--- config.mk ---
export PLATFORM = sky130hd
export DESIGN_NAME = delay_tap_reader_flat
export DESIGN_NICKNAME = d
export VERILOG_FILES = /design/src/rtl/delay_tap_reader_if.sv /design/src/rtl/delay_tap_reader.sv /design/src/flat_wrapper.sv
export SDC_FILE = /design/constraint.sdc
export NUM_CORES = 1
export LEC_CHECK = 0
export ABC_AREA = 0
export ABC_CLOCK_PERIOD_IN_PS = 3210
export CAP_MARGIN = 10
export CORE_ASPECT_RATIO = 0.8
export CORE_UTILIZATION = 60
export CTS_CLUSTER_SIZE = 10
export DETAILED_ROUTE_END_ITERATION = 10
export GPL_ROUTABILITY_DRIVEN = 0
export PLACE_DENSITY_LB_ADDON = 0.2
export SKIP_CTS_REPAIR_TIMING = 1
export SLEW_MARGIN = 15
export SYNTH_ARGS = -nofsm -noshare
export SYNTH_HDL_FRONTEND = slang
export SYNTH_SLANG_ARGS = --single-unit
--- constraint.sdc ---
create_clock -name clk_i -period 3.21 [get_ports clk_i]
set_clock_uncertainty 0.05 [all_clocks]
set_input_delay 0.963 -clock clk_i [delete_from_list [all_inputs] [get_ports clk_i]]
set_output_delay 0.963 -clock clk_i [all_outputs]
set_load 0.05 [all_outputs]
--- src/rtl/delay_tap_reader_if.sv ---
// rtl/delay_tap_reader_if.sv - tap stream between the delay line reader and the MAC stage
// Purpose: carries one delayed sample per handshake from the history buffer
//          to the shared multiply-accumulate stage.
// Signals:
//   tap_data_o   delayed sample x[n-k]
//   tap_idx_o    tap index k
//   tap_valid_o  tap_data_o/tap_idx_o valid
//   tap_last_o   marks k = TAPS-1
//   tap_ready_i  consumer accepts the current tap
// Modports: master = reader (drives taps), slave = MAC (drives ready).
interface delay_tap_reader_if #(
   parameter int W    = 16,
   parameter int TAPS = 8,
   parameter int AW   = $clog2(TAPS)
);
   logic [W-1:0]  tap_data_o;
   logic [AW-1:0] tap_idx_o;
   logic          tap_valid_o;
   logic          tap_last_o;
   logic          tap_ready_i;

   modport master (
      output tap_data_o,
      output tap_idx_o,
      output tap_valid_o,
      output tap_last_o,
      input  tap_ready_i
   );

   modport slave (
      input  tap_data_o,
      input  tap_idx_o,
      input  tap_valid_o,
      input  tap_last_o,
      output tap_ready_i
   );
endinterface

--- src/rtl/delay_tap_reader.sv ---
// rtl/delay_tap_reader.sv - circular sample history read out one tap per handshake
// Purpose: stores each accepted sample in a TAPS-deep circular buffer and
//          streams x[n], x[n-1], ..., x[n-TAPS+1] to the MAC stage.
// Ports:
//   clk_i    clock, rising edge
//   rst_i    synchronous active-high reset
//   en_i     new-sample strobe, data_in valid while high
//   data_in  incoming sample
//   tap      tap stream (master modport)
//   busy_o   sweep in progress
//   drop_o   one-cycle pulse after a rejected sample
module delay_tap_reader #(
   parameter int W    = 16,
   parameter int TAPS = 8,
   parameter int AW   = $clog2(TAPS)
) (
   input  logic                 clk_i,
   input  logic                 rst_i,
   input  logic                 en_i,
   input  logic [W-1:0]         data_in,
   delay_tap_reader_if.master   tap,
   output logic                 busy_o,
   output logic                 drop_o
);

   typedef enum logic {IDLE, SWEEP} state_t;

   localparam logic [AW-1:0] LAST = AW'(TAPS - 1);

   state_t        state;
   logic [W-1:0]  mem [TAPS];
   logic [AW-1:0] wp;
   logic [AW-1:0] rp;
   logic [AW-1:0] k;

   logic          hs;
   logic          final_hs;
   logic          accept;
   logic [AW-1:0] rp_dec;
   logic [AW-1:0] wp_inc;

   assign hs       = tap.tap_valid_o & tap.tap_ready_i;
   assign final_hs = (state == SWEEP) && hs && (k == LAST);
   // A new sample is taken when idle, or exactly on the cycle the last tap
   // leaves, so back-to-back sweeps have no bubble.
   assign accept   = en_i && ((state == IDLE) || final_hs);

   // Explicit wrap so depths that are not powers of two index correctly.
   assign rp_dec = (rp == '0)   ? LAST : rp - 1'b1;
   assign wp_inc = (wp == LAST) ? '0   : wp + 1'b1;

   assign tap.tap_idx_o = k;
   assign busy_o        = (state == SWEEP);

   always_ff @(posedge clk_i) begin
      if (rst_i) begin
         for (int i = 0; i < TAPS; i++) begin
            mem[i] <= '0;
         end
         state           <= IDLE;
         wp              <= '0;
         rp              <= '0;
         k               <= '0;
         tap.tap_data_o  <= '0;
         tap.tap_valid_o <= 1'b0;
         tap.tap_last_o  <= 1'b0;
         drop_o          <= 1'b0;
      end else begin
         drop_o <= en_i && !accept;
         if (accept) begin
            // The newest tap is forwarded straight from data_in since the
            // buffer write lands on the same edge.
            mem[wp]         <= data_in;
            rp              <= wp;
            wp              <= wp_inc;
            k               <= '0;
            tap.tap_data_o  <= data_in;
            tap.tap_valid_o <= 1'b1;
            tap.tap_last_o  <= 1'b0;
            state           <= SWEEP;
         end else if ((state == SWEEP) && hs) begin
            if (k == LAST) begin
               tap.tap_valid_o <= 1'b0;
               tap.tap_last_o  <= 1'b0;
               state           <= IDLE;
            end else begin
               k              <= k + 1'b1;
               rp             <= rp_dec;
               tap.tap_data_o <= mem[rp_dec];
               tap.tap_last_o <= ((k + 1'b1) == LAST);
            end
         end
      end
   end

endmodule

--- src/flat_wrapper.sv ---
// flat-port wrapper written by rule: the top's interface ports become plain ports
module delay_tap_reader_flat 
#(
   parameter int W    = 16,
   parameter int TAPS = 8,
   parameter int AW   = $clog2(TAPS)
)
  (clk_i, rst_i, en_i, data_in, busy_o, drop_o, tap_tap_data_o, tap_tap_idx_o, tap_tap_valid_o, tap_tap_last_o, tap_tap_ready_i);
  delay_tap_reader_if #(.W(W), .TAPS(TAPS), .AW(AW)) tap_i ();
  input  logic clk_i;
  input  logic rst_i;
  input  logic en_i;
  input  logic [W-1:0] data_in;
  output logic busy_o;
  output logic drop_o;
  output wire logic [$bits(tap_i.tap_data_o)-1:0] tap_tap_data_o;
  output wire logic [$bits(tap_i.tap_idx_o)-1:0] tap_tap_idx_o;
  output wire logic [$bits(tap_i.tap_valid_o)-1:0] tap_tap_valid_o;
  output wire logic [$bits(tap_i.tap_last_o)-1:0] tap_tap_last_o;
  input wire logic [$bits(tap_i.tap_ready_i)-1:0] tap_tap_ready_i;
  assign tap_tap_data_o = tap_i.tap_data_o;
  assign tap_tap_idx_o = tap_i.tap_idx_o;
  assign tap_tap_valid_o = tap_i.tap_valid_o;
  assign tap_tap_last_o = tap_i.tap_last_o;
  assign tap_i.tap_ready_i = tap_tap_ready_i;
  delay_tap_reader #(.W(W), .TAPS(TAPS), .AW(AW)) u_core (.clk_i(clk_i), .rst_i(rst_i), .en_i(en_i), .data_in(data_in), .tap(tap_i), .busy_o(busy_o), .drop_o(drop_o));
endmodule
==> metrics.md, run 1 <==
| Metric | Value |
|---|---|
| Outcome | finished, final reports clean |
| DRC Markers | 0 |
| Max Slew Vio Count | 0 |
| Num Clock Sinks | 156 |
| Core ar. | 12,210 µm² |
| GRT overflow | 0 |
| Drt total wl | 18,570 µm |
| Clk root buf | clkbuf_16 |
| Largest cells by area after synthesis | edfxtp_1 (51%), and2_1 (11%), dfxtp_1 (7.4%) |
| Worst Setup End Kind | primary output |
| XOR/XNOR Fraction of Synth Area | 0.001159 |
| Simple-gate share of the synthesized area | 0.2287 |
| Arr. time, crit path | 1.68 ns |
| Slowest cell on crit path | clkdlybuf4s50_1 |
| Die Ht | 102.4 µm |
| Detail Route Antenna Nets | 0 |
| Die ar. | 13,050 µm² |
| Pwr per Cell Area | 605.4 nW/µm² |
| Cell taking the most area after synthesis | edfxtp_1 |
| CP peak stage delay | 0.84 ns |
| # H-tree levels | 4 |
| Fraction of layout cells with a size suffix above 1 | 0.1238 |
| WP data required | 2.20 ns |
| Initial antenna violation count | 0 |
| CTS tree | yes |
| First-pass GRT wire length | 28,230 µm |
| Adder-Cell Fraction of Synth Area | 0.01159 |
| CP delay by family, top | buffers and inverters |
| Crit-path max FO | 7 |
| Final period utilization | 0.8405 |
| # diodes | 0 |
| Unique cell type count in the Yosys netlist | 44 |
| Multi-input logic area | 2690 µm² |
| Largest net degree at the start of global routing | 65 |
| FMAX | 370.7 MHz |
| Final worst slack | 0.5120 ns |
| Reg clk slew, reported paths | 0.06 ns |
| Drt pass-1 iters | 5 |
| IO buf count | 42 |
| Pre-CTS setup slack | 0.1866 ns |
| Ports | 43 |
| Max IR drop VDD | 420.5 µV |
| Worst slew pin tran | 0.7692 ns |
| Top_reg_cell synth | edfxtp_1 |
| CP Buf/Inv Count | 1 |
| Cell leakage power | 3.205 nW |
| Synth Instances | 652 |
| Critical setup path kind | reg -> out |
| Area grow syn2layout | 16.83% |
| FF+latch area | 4405 µm² |
| RSZ-0062 raised after global routing | false |
| Nets | 717 |
| Synthesized net count | 679 |
| Initial core utilization | 0.6193 |
| Crit-path cells | clkdlybuf4s50_1 |
| Commonest non-fill, non-tap cell in the layout | and2_1 |
| Highest-count cells in the layout ignoring fill and taps | and2_1 (130), edfxtp_1 (128), inv_1 (70), nand3b_1 (64), o211ai_1 (64) |
| Mapped Area | 7560 µm² |
| MaxCap Viol Count | 0 |
| Compound-cell area share of the yosys netlist | 0.1112 |
| CTS buffer count | 17 |
| Final hold viol count | 0 |
| Vias | 5,298 |
| Post-synth EDFFs | 128 |
| Seq/Total Area, Yosys | 0.5826 |
| CTS max path bufs | 2 |
| Hold Path Class | reg -> reg |
| GRT Total Usage | 0.3001 |
| Startpoint Class | flip-flop |
| Final min period | 2.698 ns |
| Site Rows | 36 |
| Syn Area/Cell | 11.59 µm² |
| Synth Register Bits | 156 |
| Die width | 127.5 µm |
| Largest family of logic cells by synthesized area | simple AND/OR/NAND/NOR gates |
| Initial DRC count | 548 |
| Post-DR wirelength/cell | 21.24 µm |
| Yosys warning total | 0 |
| Number of global-route vias before repair | 5,089 |
| Dpl hpwl | 11,580 µm |
| Multiplexer share of the synthesized area | 0.001324 |
| Worst skew pair latency | 0.42 ns |
| Worst hold slack | 0.4080 ns |
| Worst rel slew slack | 0.4872 |
| Yosys top cell area share | 0.5084 |
| Vias/cell | 6.062 |
| Setup TNS | 0 ns |
| Final setup fails | 0 |
| Fill count | 815 |
| Async S/R FF share, synth | 0 |
==> power breakdown <==
part | switching, W | internal (W)
clock | 0.000790 | 0.00130
sequential | 0.0000537 | 0.00230
combinational | 0.000591 | 0.000316
==> stage by stage <==
| stage | area, µm² | std cells | power (W) | utilization |
|---|---|---|---|---|
| floorplan | 7560 | 652 | 0.002956 | - |
| global placement | 8205 | 842 | 0.003258 | 0.6722 |
| detailed placement | 8205 | 842 | 0.003282 | 0.6722 |
| CTS | 8832 | 874 | 0.005339 | 0.7236 |
| global route | 8832 | 874 | 0.005505 | 0.7236 |
| finish | 8832 | 874 | 0.005347 | 0.7236 |
==> cell families (layout without fill, tap and decap cells) <==
kind of cell	count (synthesis)	in the layout
simple gates	258	258
flops	156	156
buf+inv	119	170
xor+xnor	1	1
compound gates	110	110
fa+ha+maj	7	7
mux	1	1
==> synthesized netlist by cell type (all sizes together), types with 2 or more instances <==
cell / instances
or2: 8
nor2b: 4
nand4: 16
ha: 7
nand2: 12
inv: 72
nor2: 9
o21ai: 16
edfxtp: 128
or3: 2
and2: 131
a32oi: 16
nor4: 4
nor3: 3
dfxtp: 28
buf: 9
nand3b: 64
a21oi: 6
and4: 2
clkbuf: 38
o211ai: 64
==> state kept, by name, indices dropped and copies added (netlist names) <==
register                cells
u_core.tap.tap_last_o       1
u_core.tap.tap_idx_o        3
u_core.drop_o               1
u_core.tap.tap_data_o      16
u_core.mem                128
u_core.rp                   3
u_core.tap.tap_valid_o      1
u_core.wp                   3
==> worst register-to-register path, delay by kind of cell, from the launching register on <==
kind	cells	cell delay (ns)
compound gates	2	0.30
simple gates	2	0.67
flops	1	0.35
fa+ha+maj	2	0.42
buf+inv	2	0.58
==> per-layer routing <==
| layer | vias to the layer above | part of all wire | GRT usage |
|---|---|---|---|
| met5 | - | 0 | 0 |
| li1 | 2407 | - | - |
| met4 | 0 | 0.018 | 0.09341 |
| met3 | 32 | 0.079 | 0.07173 |
| met1 | 2635 | 0.43 | 0.4048 |
| met2 | 224 | 0.48 | 0.4868 |
==> cell type report <==
| cell class | count | area share |
|---|---|---|
| clock buffers | 24 | 0.05936 |
| clock inverters | 8 | 0.01162 |
| inverters | 72 | 0.03060 |
| multi-input cells | 377 | 0.3046 |
| flip-flops and latches | 156 | 0.4988 |
| well taps | 171 | 0.02422 |
| repair buffers | 66 | 0.07083 |
==> path summary, 6_finish.rpt <==
check                                                  to  slack, ns                    from  depth (start not counted)
worst max-delay path                      tap_tap_valid_o       0.51  u_core.tap.tap_valid_o                          1
worst min-delay path                         u_core.rp[1]       0.41            u_core.rp[1]                          2
worst max register to register  u_core.tap.tap_data_o[14]       0.72            u_core.rp[0]                          8
worst min register to register               u_core.rp[1]       0.41            u_core.rp[1]                          2
Power figures use the tool's default switching activity.
==> run 2: changes to the inputs <==
Settings changed: ABC_CLOCK_PERIOD_IN_PS 3210 to 2250, CORE_UTILIZATION 60 to 54.
Clock period 3.21 ns to 2.25 ns, I/O delays scaled along.
==> run 2 against run 1 <==
Design area up 0.65%. Cell count up 2.4%. First-iteration DRC count down 4.4%. Die area up 11%. Clock power up 28%. Sequential share of layout area down 0.28 points. Clock-buffer cell count down 5. Combinational power up 47%. Wire length about the same. Global-route usage down 2.5 points. Hold slack better by 0.010 ns. Non-clock buffer count up 13. Largest cell class unchanged. Largest power group unchanged.
==> metrics.md, run 2 (synthesis gave the netlist of run 1 again) <==
| Metric | Value |
|---|---|
| Setup TNS | 0 ns |
| Final period utilization | 0.9789 |
| WP data required | 2.39 ns |
| GRT Total Usage | 0.2746 |
| DRC Markers | 0 |
| Cells after DPL | 864 |
| GRT overflow | 0 |
| Vias/cell | 5.902 |
| Number of global-route vias before repair | 5,103 |
| Detail Route Antenna Nets | 0 |
| Worst setup path start | u_core.tap.tap_idx_o[0] |
| Area grow syn2layout | 17.59% |
| MaxCap Viol Count | 0 |
| Worst Setup End Kind | flip-flop |
| Nets | 730 |
| Num Clock Sinks | 156 |
| Die width | 134.3 µm |
| Hold Path Class | reg -> reg |
| Highest-count cells in the layout ignoring fill and taps | and2_1 (129), edfxtp_1 (128), inv_1 (70), nand3b_1 (64), o211ai_1 (64) |
| CTS tree | yes |
| Pwr per Cell Area | 828.2 nW/µm² |
| First-pass GRT wire length | 28,530 µm |
| Drt total wl | 18,580 µm |
| Outcome | finished, final reports clean |
| Fraction of layout cells with a size suffix above 1 | 0.1566 |
| Commonest non-fill, non-tap cell in the layout | and2_1 |
| Final core utilization | 0.6538 |
| # H-tree levels | 4 |
| FMAX | 454.0 MHz |
| Dpl hpwl | 12,160 µm |
| Clk root buf | clkbuf_16 |
| Max Slew Vio Count | 0 |
| Largest net degree at the start of global routing | 66 |
| Worst skew pair latency | 0.43 ns |
| Placed cell areas | 8323 µm² |
| Worst hold slack | 0.4185 ns |
| Largest register FFs | 128 |
| IO buf count | 42 |
| CTS buffer count | 17 |
| Site Rows | 38 |
| Initial antenna violation count | 1 |
| Arr. time, crit path | 2.35 ns |
| Worst rel slew slack | 0.5257 |
| Vias | 5,282 |
| Max IR drop VDD | 621.0 µV |
| Final min period | 2.203 ns |
| RR Startpoint | u_core.tap.tap_idx_o[0] |
| Final instance area | 8890 µm² |
| Die ar. | 14,480 µm² |
| Drt pass-1 iters | 5 |
| Post-DR wirelength/cell | 20.76 µm |
| Reg clk slew, reported paths | 0.06 ns |
| # diodes | 0 |
| CTS max path bufs | 2 |
| RSZ-0062 raised after global routing | false |
| Cell leakage power | 3.399 nW |
| Core ar. | 13,600 µm² |
| Ports | 43 |
| Worst slew pin tran | 0.7114 ns |
| Crit-path max FO | 6 |
| HP Start | u_core.rp[2] |
| Initial core utilization | 0.5559 |
| Largest regs | u_core.mem (128), u_core.tap.tap_data_o (16) |
| Final Non-Filler Cells | 895 |
| Initial DRC count | 524 |
| Final setup fails | 0 |
| Critical setup path kind | reg -> reg |
| Largest register by flop count | u_core.mem |
| Die Ht | 107.8 µm |
| Final hold viol count | 0 |
| Startpoint Class | flip-flop |
==> run 2: final timing paths <==
check                            to  slack, ns  cells past startpoint
hold / removal         u_core.rp[2]       0.42                      2
setup / recovery  u_core.mem[7][10]       0.05                      8
setup reg to reg  u_core.mem[7][10]       0.05                      8
hold reg to reg        u_core.rp[2]       0.42                      2
==> run 2: power by group <==
part	leakage [nW]	internal, W	total, W	switching, W
Combinational	1.58	0.000466	0.00133	0.000863
Clock	0.261	0.00159	0.00268	0.00109
Sequential	1.56	0.00328	0.00335	0.0000723
Total	3.40	0.00534	0.00736	0.00203
==> run 2: area by class of cell <==
cell class / instances / area, µm²
clock inverter: 12 / 105.1
clock buffer: 19 / 432.9
fill: 1037 / 4708
sequential: 156 / 4409
multi-input combinational: 377 / 2704
tap: 180 / 225.2
inverter: 72 / 270.3
timing repair buffer: 79 / 743.2
==> run 2: layer usage <==
metal	share of wire	track usage	vias up
met1	0.45	0.3860	2623
met3	0.071	0.06215	31
li1	-	-	2436
met2	0.46	0.4193	192
met5	0	0	-
met4	0.018	0.09631	0
==> run 2: metrics by stage <==
step,power [W],setup slack [ns]
floorplan,0.004226,0.02190
global placement,0.004673,-0.2814
detailed placement,0.004710,-0.3380
CTS,0.007365,-0.09318
global route,0.007582,0.007045
finish,0.007362,0.04745
==> run 2: critical path: stages, from the launching register on <==
cell and delay (ns):
dfxtp_2 0.34, ha_1 0.20, ha_1 0.24, a21bo_4 0.25
nand3_4 0.17, buf_4 0.14, nor3_2 0.04, or2_2 0.34
buf_4 0.18
